## config.mk

```make
export PLATFORM = sky130hd
export DESIGN_NAME = tft_ctrl
export DESIGN_NICKNAME = d
export VERILOG_FILES = /design/src/rtl/tft_ctrl.sv
export SDC_FILE = /design/constraint.sdc
export NUM_CORES = 1
export LEC_CHECK = 0
export BUFFER_PORTS_ARGS = -buffer_cell sky130_fd_sc_hd__buf_2
export CORE_ASPECT_RATIO = 1.75
export CORE_MARGIN = 2
export CORE_UTILIZATION = 45
export CTS_BUF_LIST = sky130_fd_sc_hd__clkbuf_8
export CTS_CLUSTER_DIAMETER = 150
export DETAILED_ROUTE_END_ITERATION = 10
export HOLD_SLACK_MARGIN = 0.15
export PLACE_DENSITY = 0.73
export SLEW_MARGIN = 25
export SYNTH_ARGS = -nofsm -noshare
export SYNTH_HDL_FRONTEND = slang
export SYNTH_SLANG_ARGS = --single-unit
```

## constraint.sdc

```tcl
create_clock -name clk_9m -period 2.3 [get_ports clk_9m]
set_input_delay 0.23 -clock clk_9m [delete_from_list [all_inputs] [get_ports clk_9m]]
set_output_delay 0.23 -clock clk_9m [all_outputs]
set_load 0.05 [all_outputs]
```

## src/rtl/tft_ctrl.sv

```systemverilog
// Scan timing generator for a 480x272 RGB565 TFT panel at 9 MHz: counters,
// sync/DE decode, one-cycle-early pixel request and panel pin drive.
module tft_ctrl #(
    parameter logic [9:0] H_SYNC  = 10'd41,
    parameter logic [9:0] H_BACK  = 10'd2,
    parameter logic [9:0] H_VALID = 10'd480,
    parameter logic [9:0] H_FRONT = 10'd2,
    parameter logic [9:0] H_TOTAL = H_SYNC + H_BACK + H_VALID + H_FRONT,
    parameter logic [9:0] V_SYNC  = 10'd10,
    parameter logic [9:0] V_BACK  = 10'd2,
    parameter logic [9:0] V_VALID = 10'd272,
    parameter logic [9:0] V_FRONT = 10'd2,
    parameter logic [9:0] V_TOTAL = V_SYNC + V_BACK + V_VALID + V_FRONT
) (
    input  logic        clk_9m,
    input  logic        sys_rst_n,
    input  logic [15:0] pix_data,
    output logic [9:0]  pix_x,
    output logic [9:0]  pix_y,
    output logic [15:0] rgb_tft,
    output logic        hsync,
    output logic        vsync,
    output logic        tft_clk,
    output logic        tft_de,
    output logic        tft_bl
);

    localparam logic [9:0] H_ACT_START = H_SYNC + H_BACK;
    localparam logic [9:0] H_ACT_END   = H_ACT_START + H_VALID;
    localparam logic [9:0] H_REQ_START = H_ACT_START - 10'd1;
    localparam logic [9:0] H_REQ_END   = H_ACT_END - 10'd1;
    localparam logic [9:0] V_ACT_START = V_SYNC + V_BACK;
    localparam logic [9:0] V_ACT_END   = V_ACT_START + V_VALID;

    logic [9:0] cnt_h;
    logic [9:0] cnt_v;
    logic       h_end;
    logic       v_end;
    logic       v_active;
    logic       rgb_valid;
    logic       pix_req;

    assign h_end = (cnt_h == H_TOTAL - 10'd1);
    assign v_end = (cnt_v == V_TOTAL - 10'd1);

    // NOTE: state registers use non-blocking assignments so every flop samples
    // pre-edge values; the asynchronous clear returns the scan to the origin
    // immediately, even mid-frame.
    always_ff @(posedge clk_9m or negedge sys_rst_n) begin
        if (!sys_rst_n) begin
            cnt_h <= '0;
        end else if (h_end) begin
            cnt_h <= '0;
        end else begin
            cnt_h <= cnt_h + 10'd1;
        end
    end

    always_ff @(posedge clk_9m or negedge sys_rst_n) begin
        if (!sys_rst_n) begin
            cnt_v <= '0;
        end else if (h_end) begin
            if (v_end) begin
                cnt_v <= '0;
            end else begin
                cnt_v <= cnt_v + 10'd1;
            end
        end
    end

    assign hsync = (cnt_h <= H_SYNC - 10'd1);
    assign vsync = (cnt_v <= V_SYNC - 10'd1);

    assign v_active  = (cnt_v >= V_ACT_START) && (cnt_v < V_ACT_END);
    assign rgb_valid = (cnt_h >= H_ACT_START) && (cnt_h < H_ACT_END) && v_active;

    // Requests lead the active window by one clock to cover the registered
    // stage in the downstream pixel generator.
    assign pix_req = (cnt_h >= H_REQ_START) && (cnt_h < H_REQ_END) && v_active;

    assign pix_x = pix_req ? (cnt_h - H_REQ_START) : 10'h3ff;
    assign pix_y = pix_req ? (cnt_v - V_ACT_START) : 10'h3ff;

    // Gating by rgb_valid keeps an unknown pix_data outside the window off the pins.
    assign rgb_tft = rgb_valid ? pix_data : 16'h0000;
    assign tft_de  = rgb_valid;
    assign tft_clk = clk_9m;
    assign tft_bl  = sys_rst_n;

endmodule

```

==> results of run 1 <==
[worst max path at each step]
stage                                    start           to  cells past startpoint
final                     cnt_v[2]$_DFFE_PN0N_   rgb_tft[4]                      7
after global routing      cnt_v[2]$_DFFE_PN0N_   rgb_tft[4]                      7
after CTS                 cnt_v[2]$_DFFE_PN0N_   rgb_tft[2]                      7
after detailed placement  cnt_v[2]$_DFFE_PN0N_   rgb_tft[2]                      7
after global placement    cnt_v[2]$_DFFE_PN0N_  rgb_tft[15]                      7
after floorplan           cnt_v[2]$_DFFE_PN0N_  rgb_tft[10]                      6
[per-layer routing]
metal  up-vias  wire (um)  global-route usage (%)
met2        43       2850                    42.7
met5         -          0                       0
met1       849       1760                    23.9
met3        12        132                    3.28
li1        891          -                       -
met4         0        108                    12.8
[final cells by class]
class | instances | area (um^2) | area share, %
sequential | 20 | 500 | 19.8
clock buffer | 8 | 101 | 4.01
tap | 48 | 60.1 | 2.38
inverter | 10 | 37.5 | 1.49
multi-input combinational | 166 | 1180 | 46.7
timing repair buffer | 83 | 648 | 25.7
[where the power goes]
part	switching [uW]	leakage (uW)	internal, uW
registers	0	0.000265	351
clock network	216	0.0000543	275
logic	14.7	0.000881	12.8
[state kept, by name, summed over array words and instances, names as in the netlist]
signal,cells
cnt_h,10
cnt_v,10
[worst reg2reg max path, delay by kind of cell, from the launching register on]
kind | cells | cell delay [ps]
AOI/OAI and AO/OA | 2 | 280
adders and majority gates | 1 | 210
buffers and inverters | 1 | 150
DFF | 1 | 420
and+or+nand+nor | 2 | 880
[placed cells by master, fill, tap and decap left out, types with 2 or more instances in the layout]
cell	synthesis	layout
a21oi_1	9	9
and2_1	17	4
and2_2	0	4
and2_4	0	9
and3_1	10	10
and4_1	2	2
buf_2	3	39
buf_4	3	26
buf_6	0	6
buf_8	0	11
clkbuf_8	0	7
dfrtp_1	20	20
ha_1	11	10
inv_1	10	10
mux2i_1	2	2
nand2_1	12	12
nand3_1	27	27
nand4_1	4	4
nor2_1	12	12
nor3_1	2	2
nor3b_1	2	2
o211ai_1	2	2
o21ai_0	9	9
or3_1	4	4
xnor2_1	11	11
xor2_1	12	12
[metrics by stage]
| step | util, % | total power [uW] | std cells |
|---|---|---|---|
| floorplan | - | 457 | 216 |
| finish | 66.6 | 870 | 335 |
| global route | 66.6 | 900 | 335 |
| detailed placement | 59.2 | 468 | 326 |
| CTS | 66.2 | 881 | 335 |
| global placement | 59.2 | 467 | 326 |
[kinds of logic (layout without fill, tap and decap cells)]
| kind of cell | count (synthesis) | count (layout) | synth area share (%) |
|---|---|---|---|
| compound gates | 28 | 28 | 10.0 |
| xor+xnor | 23 | 23 | 11.5 |
| fa+ha+maj | 11 | 11 | 7.86 |
| buf+inv | 30 | 101 | 7.29 |
| flops | 20 | 20 | 28.6 |
| mux | 2 | 2 | 1.14 |
| simple gates | 102 | 102 | 33.6 |
[repair_timing]
action | CTS | global route
buffers inserted | 1 | 0
endpoints found under the hold margin | 20 | 0
setup endpoints to repair | 38 | 37
hold buffers | 1 | 0
pin swaps | 0 | 0
gates resized for setup | 46 | 4
==> metrics.md, run 1 <==
| Metric | Value |
|---|---|
| Max-cap violations | 0 |
| Reg2Reg Depth | 6 |
| PD cells | 344 nW/um^2 |
| Worst R2R End | cnt_v[2]$_DFFE_PN0N_ |
| Post-DP HPWL | 3500 um |
| Outcome | complete, but fails checks |
| Final min period | 2580 ps |
| DIE WIDTH | 51.2 um |
| WL final | 4850 um |
| Layout cell share with drive strength beyond 1 | 38.7% |
| CP Max Fanout | 17 |
| Placement Rows | 30 |
| Buffers plus inverters on the worst setup path | 2 |
| CP endpoint kind | output pin |
| Yosys top cell by area | dfrtp_1 |
| Layout area overhead | 44.2% |
| Hold slack | 354 ps |
| Die footprint | 4430 um^2 |
| Worst EP required | 2070 ps |
| Netlist Area Pre-Place | 1750 um^2 |
| I/O pin count | 59 |
| Synth Net Count | 245 |
| Pleak | 0.00120 uW |
| Top delay family on crit path | compound AO/OA/AOI/OAI gates |
| Setup TNS | -6370 ps |
| Worst slew margin | 74.6% |
| Synth top area cells | dfrtp_1, ha_1, nand3_1 |
| CP startpoint kind | register |
| First-pass GRT wire length | 7770 um |
| CP Data Arrival Time | 2350 ps |
| Final number of hold-violating endpoints | 0 |
| WL/cell | 14.5 um |
| Critical path class | reg2out |
| Peak supply drop | 630 uV |
| Final setup fails | 37 |
| Post-synthesis average cell area | 8.11 um^2 |
| Hold Path Class | in2async |
| Final Cell Area | 2530 um^2 |
| Max incr delay on CP | 410 ps |
| Highest clock rate | 0.388 GHz |
| ANT nets after route | 0 |
| Worst R2R Start | cnt_v[1]$_DFFE_PN0N_ |
| Post-synthesis sequential area ratio | 28.6% |
| DR pass1 iterations | 4 |
| Global Route Usage Sum | 23.0% |
| Vias | 1795 |
| Failing checks | negative setup slack |
| #FFs+latches synth | 20 |
| Mapped Cells | 216 |
| CP cell instances | ha_4 -> a2111o_1 -> a221oi_2 -> nor4b_4 -> buf_6 -> and2_1 -> buf_6 |
| Die Y | 86.5 um |
| Nets | 317 |
| Fill count | 316 |
| Worst Skew | 2.13 ps |
| RSZ-0062 raised after global routing | true |
| Iter 0 DRT Violations | 44 |
| Final Max Tran Viols | 0 |
| Top-count cell post-synth | nand3_1 |
| Most frequent CP cell | buf_6 |
| Vias in the first global route | 1757 |
| Clk_lat worst skew | 370 ps |
| Flop-to-flop setup slack | 240 ps |
| Share of the synthesized area in the top cell type | 28.6% |
| Tcrit/Tclk final | 112% |
| Syn. warnings | 0 |
| Number of synthesized flops with an enable pin | 0 |
| Clock-pin transition on the worst setup and hold timing paths | 80 ps |
| Placed instance area | 2240 um^2 |
| Main synth FF type | dfrtp_1 |
| Initial antenna violation count | 0 |
| DRC errors left | 0 |
| Worst-Margin Slew | 381 ps |
| Input/output buffers | 58 |
| Routability Congestion | 0.856 |
| Most frequent cells after synthesis | nand3_1, dfrtp_1, and2_1 |
| Pin count of the biggest net entering global routing | 22 |
| Synth cell types | 41 |
| TritonCTS clock tree | built |
| DR vias/cell | 5.36 |
| CORE AREA | 3790 um^2 |
| Initial core utilization | 46.2% |
| Critical-path top delay cell | dfrtp_1 |
| Setup WS pre-CTS | -0.490 ps |
| Final WS setup | -278 ps |
| Async set-reset flop share out of synthesis | 100% |
| Remaining Overflow, GRT | 0 |
| Inserted Diodes | 0 |
Power figures use the tool's default switching activity.
==> run 2: changes to the inputs <==
- PLACE_DENSITY: 0.73 -> default
- PLACE_DENSITY_LB_ADDON: default -> 0.1
==> metrics.md, run 2 (synthesis gave the netlist of run 1 again) <==
| Metric | Value |
|---|---|
| Outcome | complete, but fails checks |
| Failing checks | negative setup slack |
| Worst slew margin | 72.3% (-2.3 points) |
| Die footprint | 4430 um^2 (unchanged) |
| DR pass1 iterations | 4 (unchanged) |
| Layout cell share with drive strength beyond 1 | 47.3% (+8.6 points) |
| Hold Path Class | in2async |
| DIE WIDTH | 51.2 um (unchanged) |
| Worst R2R End | cnt_v[2]$_DFFE_PN0N_ |
| Worst EP required | 2070 ps (about the same) |
| ANT nets after route | 0 (unchanged) |
| Worst-Margin Slew | 416 ps (+34.8 ps) |
| Placed cells | 326 (unchanged) |
| Initial core utilization | 46.2% (unchanged) |
| Post-DP HPWL | 3620 um (+3.4%) |
| Layout area overhead | 74.6% |
| Nets | 322 (+1.6%) |
| Vias in the first global route | 1881 (+7.1%) |
| Initial antenna violation count | 0 (unchanged) |
| Pin count of the biggest net entering global routing | 21 (-4.5%) |
| PD cells | 285 nW/um^2 (-17%) |
| Remaining Overflow, GRT | 0 (unchanged) |
| CP Data Arrival Time | 2450 ps (+100 ps) |
| Final Max Tran Viols | 0 (unchanged) |
| CP endpoint kind | output pin |
| Inserted Diodes | 0 (unchanged) |
| Worst R2R Start | cnt_v[1]$_DFFE_PN0N_ |
| Global Route Usage Sum | 26.9% (+3.9 points) |
| Hold slack | 373 ps (+18.5 ps) |
| Largest regs | cnt_h: 10 flops, cnt_v: 10 flops |
| Vias | 1939 (+8.0%) |
| Final setup fails | 37 (unchanged) |
| CP startpoint kind | register |
| Final number of hold-violating endpoints | 0 (unchanged) |
| Iter 0 DRT Violations | 100 (+130%) |
| DR vias/cell | 5.70 (+6.4%) |
| Commonest non-fill, non-tap cell in the layout | buf_8 |
| Flop-to-flop setup slack | 190 ps (-50 ps) |
| Critical path class | reg2out |
| Setup WS pre-CTS | -38.5 ps (-38.0 ps) |
| Max-cap violations | 0 (unchanged) |
| DRC errors left | 0 (unchanged) |
| RSZ-0062 raised after global routing | true |
| Most frequent cells in the layout | buf_8, buf_4, buf_2, dfrtp_1, nand3_4 |
| Post-Layout Cell Count | 340 (+1.5%) |
| Pleak | 0.00135 uW (+13%) |
| Clock-pin transition on the worst setup and hold timing paths | 80 ps (about the same) |
| Input/output buffers | 58 (unchanged) |
| WL final | 6600 um (+36%) |
| Final min period | 2680 ps (+100 ps) |
| Fill count | 227 (-28%) |
| WL/cell | 19.4 um (+34%) |
| Reg2Reg Depth | 6 (unchanged) |
| Utilization after layout | 80.7% (+14 points) |
| Routability Congestion | 0.905 (+5.7%) |
| Die Y | 86.5 um (unchanged) |
| Worst Skew | 6.93 ps (+4.81 ps) |
| Peak supply drop | 713 uV (+13%) |
| First-pass GRT wire length | 8800 um (+13%) |
| CORE AREA | 3790 um^2 (unchanged) |
| Clk_lat worst skew | 380 ps (about the same) |
| Tcrit/Tclk final | 116% (+4.4 points) |
| Final WS setup | -378 ps (-100 ps) |
| CP Max Fanout | 17 (unchanged) |
| I/O pin count | 59 (unchanged) |
| TritonCTS clock tree | built |
| Placement Rows | 30 (unchanged) |
| Tot Pwr | 873 uW (+0.41%) |
| Highest clock rate | 0.373 GHz (-3.7%) |
## run 2: area by class of cell
cell class,instances,area (um^2),area share (%)
Multi-Input combinational cell,166,1420,46.5
Inverter,10,37.5,1.23
Sequential cell,20,502,16.4
Clock buffer,8,101,3.31
Timing Repair Buffer,88,936,30.6
Tap cell,48,60.1,1.96
## run 2: worst max-delay path, cell delays in order, from the launching register on
cell	delay [ps]
dfrtp_1	420
ha_4	170
a2111o_1	400
a221oi_4	260
nor4b_4	260
buf_6	210
and2_1	180
buf_6	170
## run 2: repair_timing
| action | 4_1_cts | 5_1_grt |
|---|---|---|
| hold buffers | 1 | 0 |
| setup buffers | 4 | 1 |
| pin swaps | 1 | 3 |
| endpoints found under the setup margin | 38 | 38 |
| hold endpoints to repair | 20 | 0 |
| resized for setup | 83 | 82 |
| gates cloned | 2 | 1 |
## run 2: per-layer routing
layer / share of wire (%) / global-route usage, % / wire length [um] / up-vias
li1: - / - / - / 898
met1: 34 / 27.8 / 2260 / 962
met2: 59 / 49.0 / 3860 / 56
met3: 2.8 / 2.76 / 183 / 23
met4: 4.5 / 18.7 / 298 / 0
met5: 0 / 0 / 0 / -
## run 2: how the worst max path moves through the flow
stage                               from  slack (ps)     endpoint  cells after the start
global placement    cnt_v[2]$_DFFE_PN0N_          20  rgb_tft[14]                      7
floorplan           cnt_v[2]$_DFFE_PN0N_         -10  rgb_tft[10]                      6
detailed placement  cnt_v[2]$_DFFE_PN0N_         -40   rgb_tft[7]                      7
CTS                 cnt_v[2]$_DFFE_PN0N_        -320   rgb_tft[4]                      7
finish              cnt_v[2]$_DFFE_PN0N_        -380   rgb_tft[3]                      7
global route        cnt_v[2]$_DFFE_PN0N_        -440   rgb_tft[3]                      7
## run 2: metrics by stage
| stage | setup TNS (ps) | area, um^2 |
|---|---|---|
| final | -10350 | 3060 |
| after global routing | -12540 | 3060 |
| after CTS | -9010 | 2650 |
| after detailed placement | -467 | 2230 |
| after global placement | 0 | 2230 |
| after floorplan | -102 | 1800 |
## run 2: where the power goes
group	switching, uW	total (uW)	leakage [uW]	internal, uW
Clock	217	492	0.0000543	275
Sequential	0	351	0.000263	351
Combinational	16.6	29.6	0.00103	13.0
Total	234	873	0.00135	639
==> run 3: changes to the inputs <==
- GPL_TIMING_DRIVEN: default -> 0
==> metrics.md, run 3 (synthesis gave the netlist of run 1 again) <==
| Metric | Value |
|---|---|
| Placed instance area | 2150 um^2 (-3.8%) |
| Highest clock rate | 0.363 GHz (-2.7%) |
| Seq pwr share | 38.7% (-1.5 points) |
| Final Cell Area | 2950 um^2 (-3.5%) |
| Largest regs | cnt_h: 10 flops, cnt_v: 10 flops |
| CP startpoint kind | register |
| Clock-pin transition on the worst setup and hold timing paths | 80 ps (about the same) |
| Final setup fails | 37 (unchanged) |
| I/O pin count | 59 (unchanged) |
| P_sw | 246 uW (+5.4%) |
| Iter 0 DRT Violations | 70 (-30%) |
| Layout area overhead | 68.6% |
| Vias in the first global route | 2079 (+11%) |
| Switching share of power | 27.2% (+0.41 points) |
| DRC errors left | 0 (unchanged) |
| Initial core utilization | 46.2% (unchanged) |
| Worst slew margin | 62.3% (-10 points) |
| ANT nets after route | 0 (unchanged) |
| CP endpoint kind | output pin |
| DR vias/cell | 5.79 (+1.6%) |
| PD cells | 307 nW/um^2 (+7.6%) |
| DIE WIDTH | 51.2 um (unchanged) |
| Worst Skew | 1.83 ps (-5.10 ps) |
| First-pass GRT wire length | 10100 um (+15%) |
| Input/output buffers | 58 (unchanged) |
| RSZ-0062 raised after global routing | true |
| Pint | 660 uW (+3.2%) |
| Global Route Usage Sum | 31.2% (+4.3 points) |
| WL final | 6550 um (-0.82%) |
| Layout cell share with drive strength beyond 1 | 49.8% (+2.6 points) |
| Fill count | 262 (+15%) |
| Utilization after layout | 77.9% (-2.8 points) |
| Failing checks | negative setup slack |
| CP Max Fanout | 5 (-12) |
| Combinational power share | 3.2% (-0.2 points) |
| Routability Congestion | 0.856 (-5.3%) |
| Worst EP required | 2070 ps (about the same) |
| Clock share of power | 58.0% (+1.6 points) |
| TritonCTS clock tree | built |
| Final number of hold-violating endpoints | 0 (unchanged) |
| CP Data Arrival Time | 2520 ps (+70 ps) |
| Remaining Overflow, GRT | 0 (unchanged) |
| Final WS setup | -454 ps (-75.5 ps) |
| Vias | 1975 (+1.9%) |
| Pin count of the biggest net entering global routing | 22 (+4.8%) |
| DR pass1 iterations | 4 (unchanged) |
| Nets | 323 (+0.31%) |
| Final Max Tran Viols | 0 (unchanged) |
| CORE AREA | 3790 um^2 (unchanged) |
| Die Y | 86.5 um (unchanged) |
| Critical path class | reg2out |
| Post-DP HPWL | 3600 um (-0.37%) |
| Pleak | 0.00133 uW (-1.4%) |
| Outcome | complete, but fails checks |
| Max-cap violations | 0 (unchanged) |
| Die footprint | 4430 um^2 (unchanged) |
| Worst-Margin Slew | 566 ps (+150 ps) |
| Initial antenna violation count | 0 (unchanged) |
| Inserted Diodes | 0 (unchanged) |
| Hold Path Class | in2async |
| Peak supply drop | 404 uV (-43%) |
| Final min period | 2750 ps (+75.5 ps) |
| Placement Rows | 30 (unchanged) |
| Most frequent cells in the layout | buf_2, buf_8, buf_6, dfrtp_1 |
| WL/cell | 19.2 um (-1.1%) |
| Tcrit/Tclk final | 120% (+3.3 points) |
| Clk_lat worst skew | 370 ps (about the same) |
run 3: cell count changes in the layout (fill, tap and decap cells not counted), moves of 4 or more:
cell and change:
nand3_2 +10, and2_4 +5, buf_8 -7, buf_4 -8, buf_6 +7, nand3_4 -11
clkbuf_2 +4
run 3: worst paths after layout:
path	startpoint	end	slack (ps)	cells after the start
setup / recovery	cnt_v[3]$_DFFE_PN0N_	rgb_tft[12]	-450	8
hold / removal	sys_rst_n	cnt_v[2]$_DFFE_PN0N_	350	2
setup reg to reg	cnt_v[1]$_DFFE_PN0N_	cnt_v[3]$_DFFE_PN0N_	130	6
hold reg to reg	cnt_h[0]$_DFF_PN0_	cnt_h[0]$_DFF_PN0_	510	1
max in group asynchronous	sys_rst_n	cnt_v[3]$_DFFE_PN0N_	1590	2
min in group clk_9m	cnt_h[0]$_DFF_PN0_	cnt_h[0]$_DFF_PN0_	510	1
run 3: routing by layer:
metal / track usage [%] / wire length (um) / vias to the layer above
met4: 21.1 / 286 / 0
met1: 32.5 / 2180 / 976
li1: - / - / 897
met2: 55.6 / 3830 / 78
met5: 0 / 0 / -
met3: 5.00 / 246 / 24
run 3: area by class of cell:
cell class	instances	area [um^2]	area share (%)
inverters	10	37.5	1.27
flip-flops and latches	20	505	17.1
multi-input cells	166	1360	46.2
well taps	48	60.1	2.03
plain buffers	16	140	4.75
clock buffers	8	101	3.43
repair buffers	73	744	25.2
run 3: what timing repair did:
item | CTS | global route
endpoints found under the hold margin | 20 | 0
hold buffers | 1 | 0
pin swaps | 11 | 4
setup endpoints to repair | 38 | 40
setup buffers | 11 | 2
cloned | 3 | 0
gates resized for setup | 154 | 12
run 3: stage by stage:
| stage | setup TNS (ps) | std cells | hold WS, ps | total power, uW | setup WS, ps |
|---|---|---|---|---|---|
| 4_1_cts | -11630 | 343 | 371 | 909 | -399 |
| 3_5_place_dp | -5540 | 322 | 227 | 491 | -298 |
| 2_1_floorplan | -102 | 216 | -65.6 | 457 | -11.3 |
| 6_report | -11940 | 341 | 346 | 907 | -454 |
| 3_3_place_gp | -5730 | 322 | 223 | 491 | -286 |
| 5_1_grt | -14580 | 341 | 396 | 929 | -509 |
run 3: worst max-delay path: stages, from the launching register on:
cell	delay (ps)
dfrtp_2	440
ha_4	180
a2111o_1	450
a221oi_4	250
nor4b_4	220
buf_4	190
buf_6	120
and2_4	150
buf_8	140
run 3: power by group through the flow:
stage | clock network, uW | logic (uW) | registers, uW
global placement | 106 | 26.0 | 358
finish | 526 | 29.2 | 351
global route | 546 | 31.9 | 351
detailed placement | 106 | 26.7 | 358
floorplan | 93.7 | 4.78 | 358
CTS | 530 | 28.4 | 351
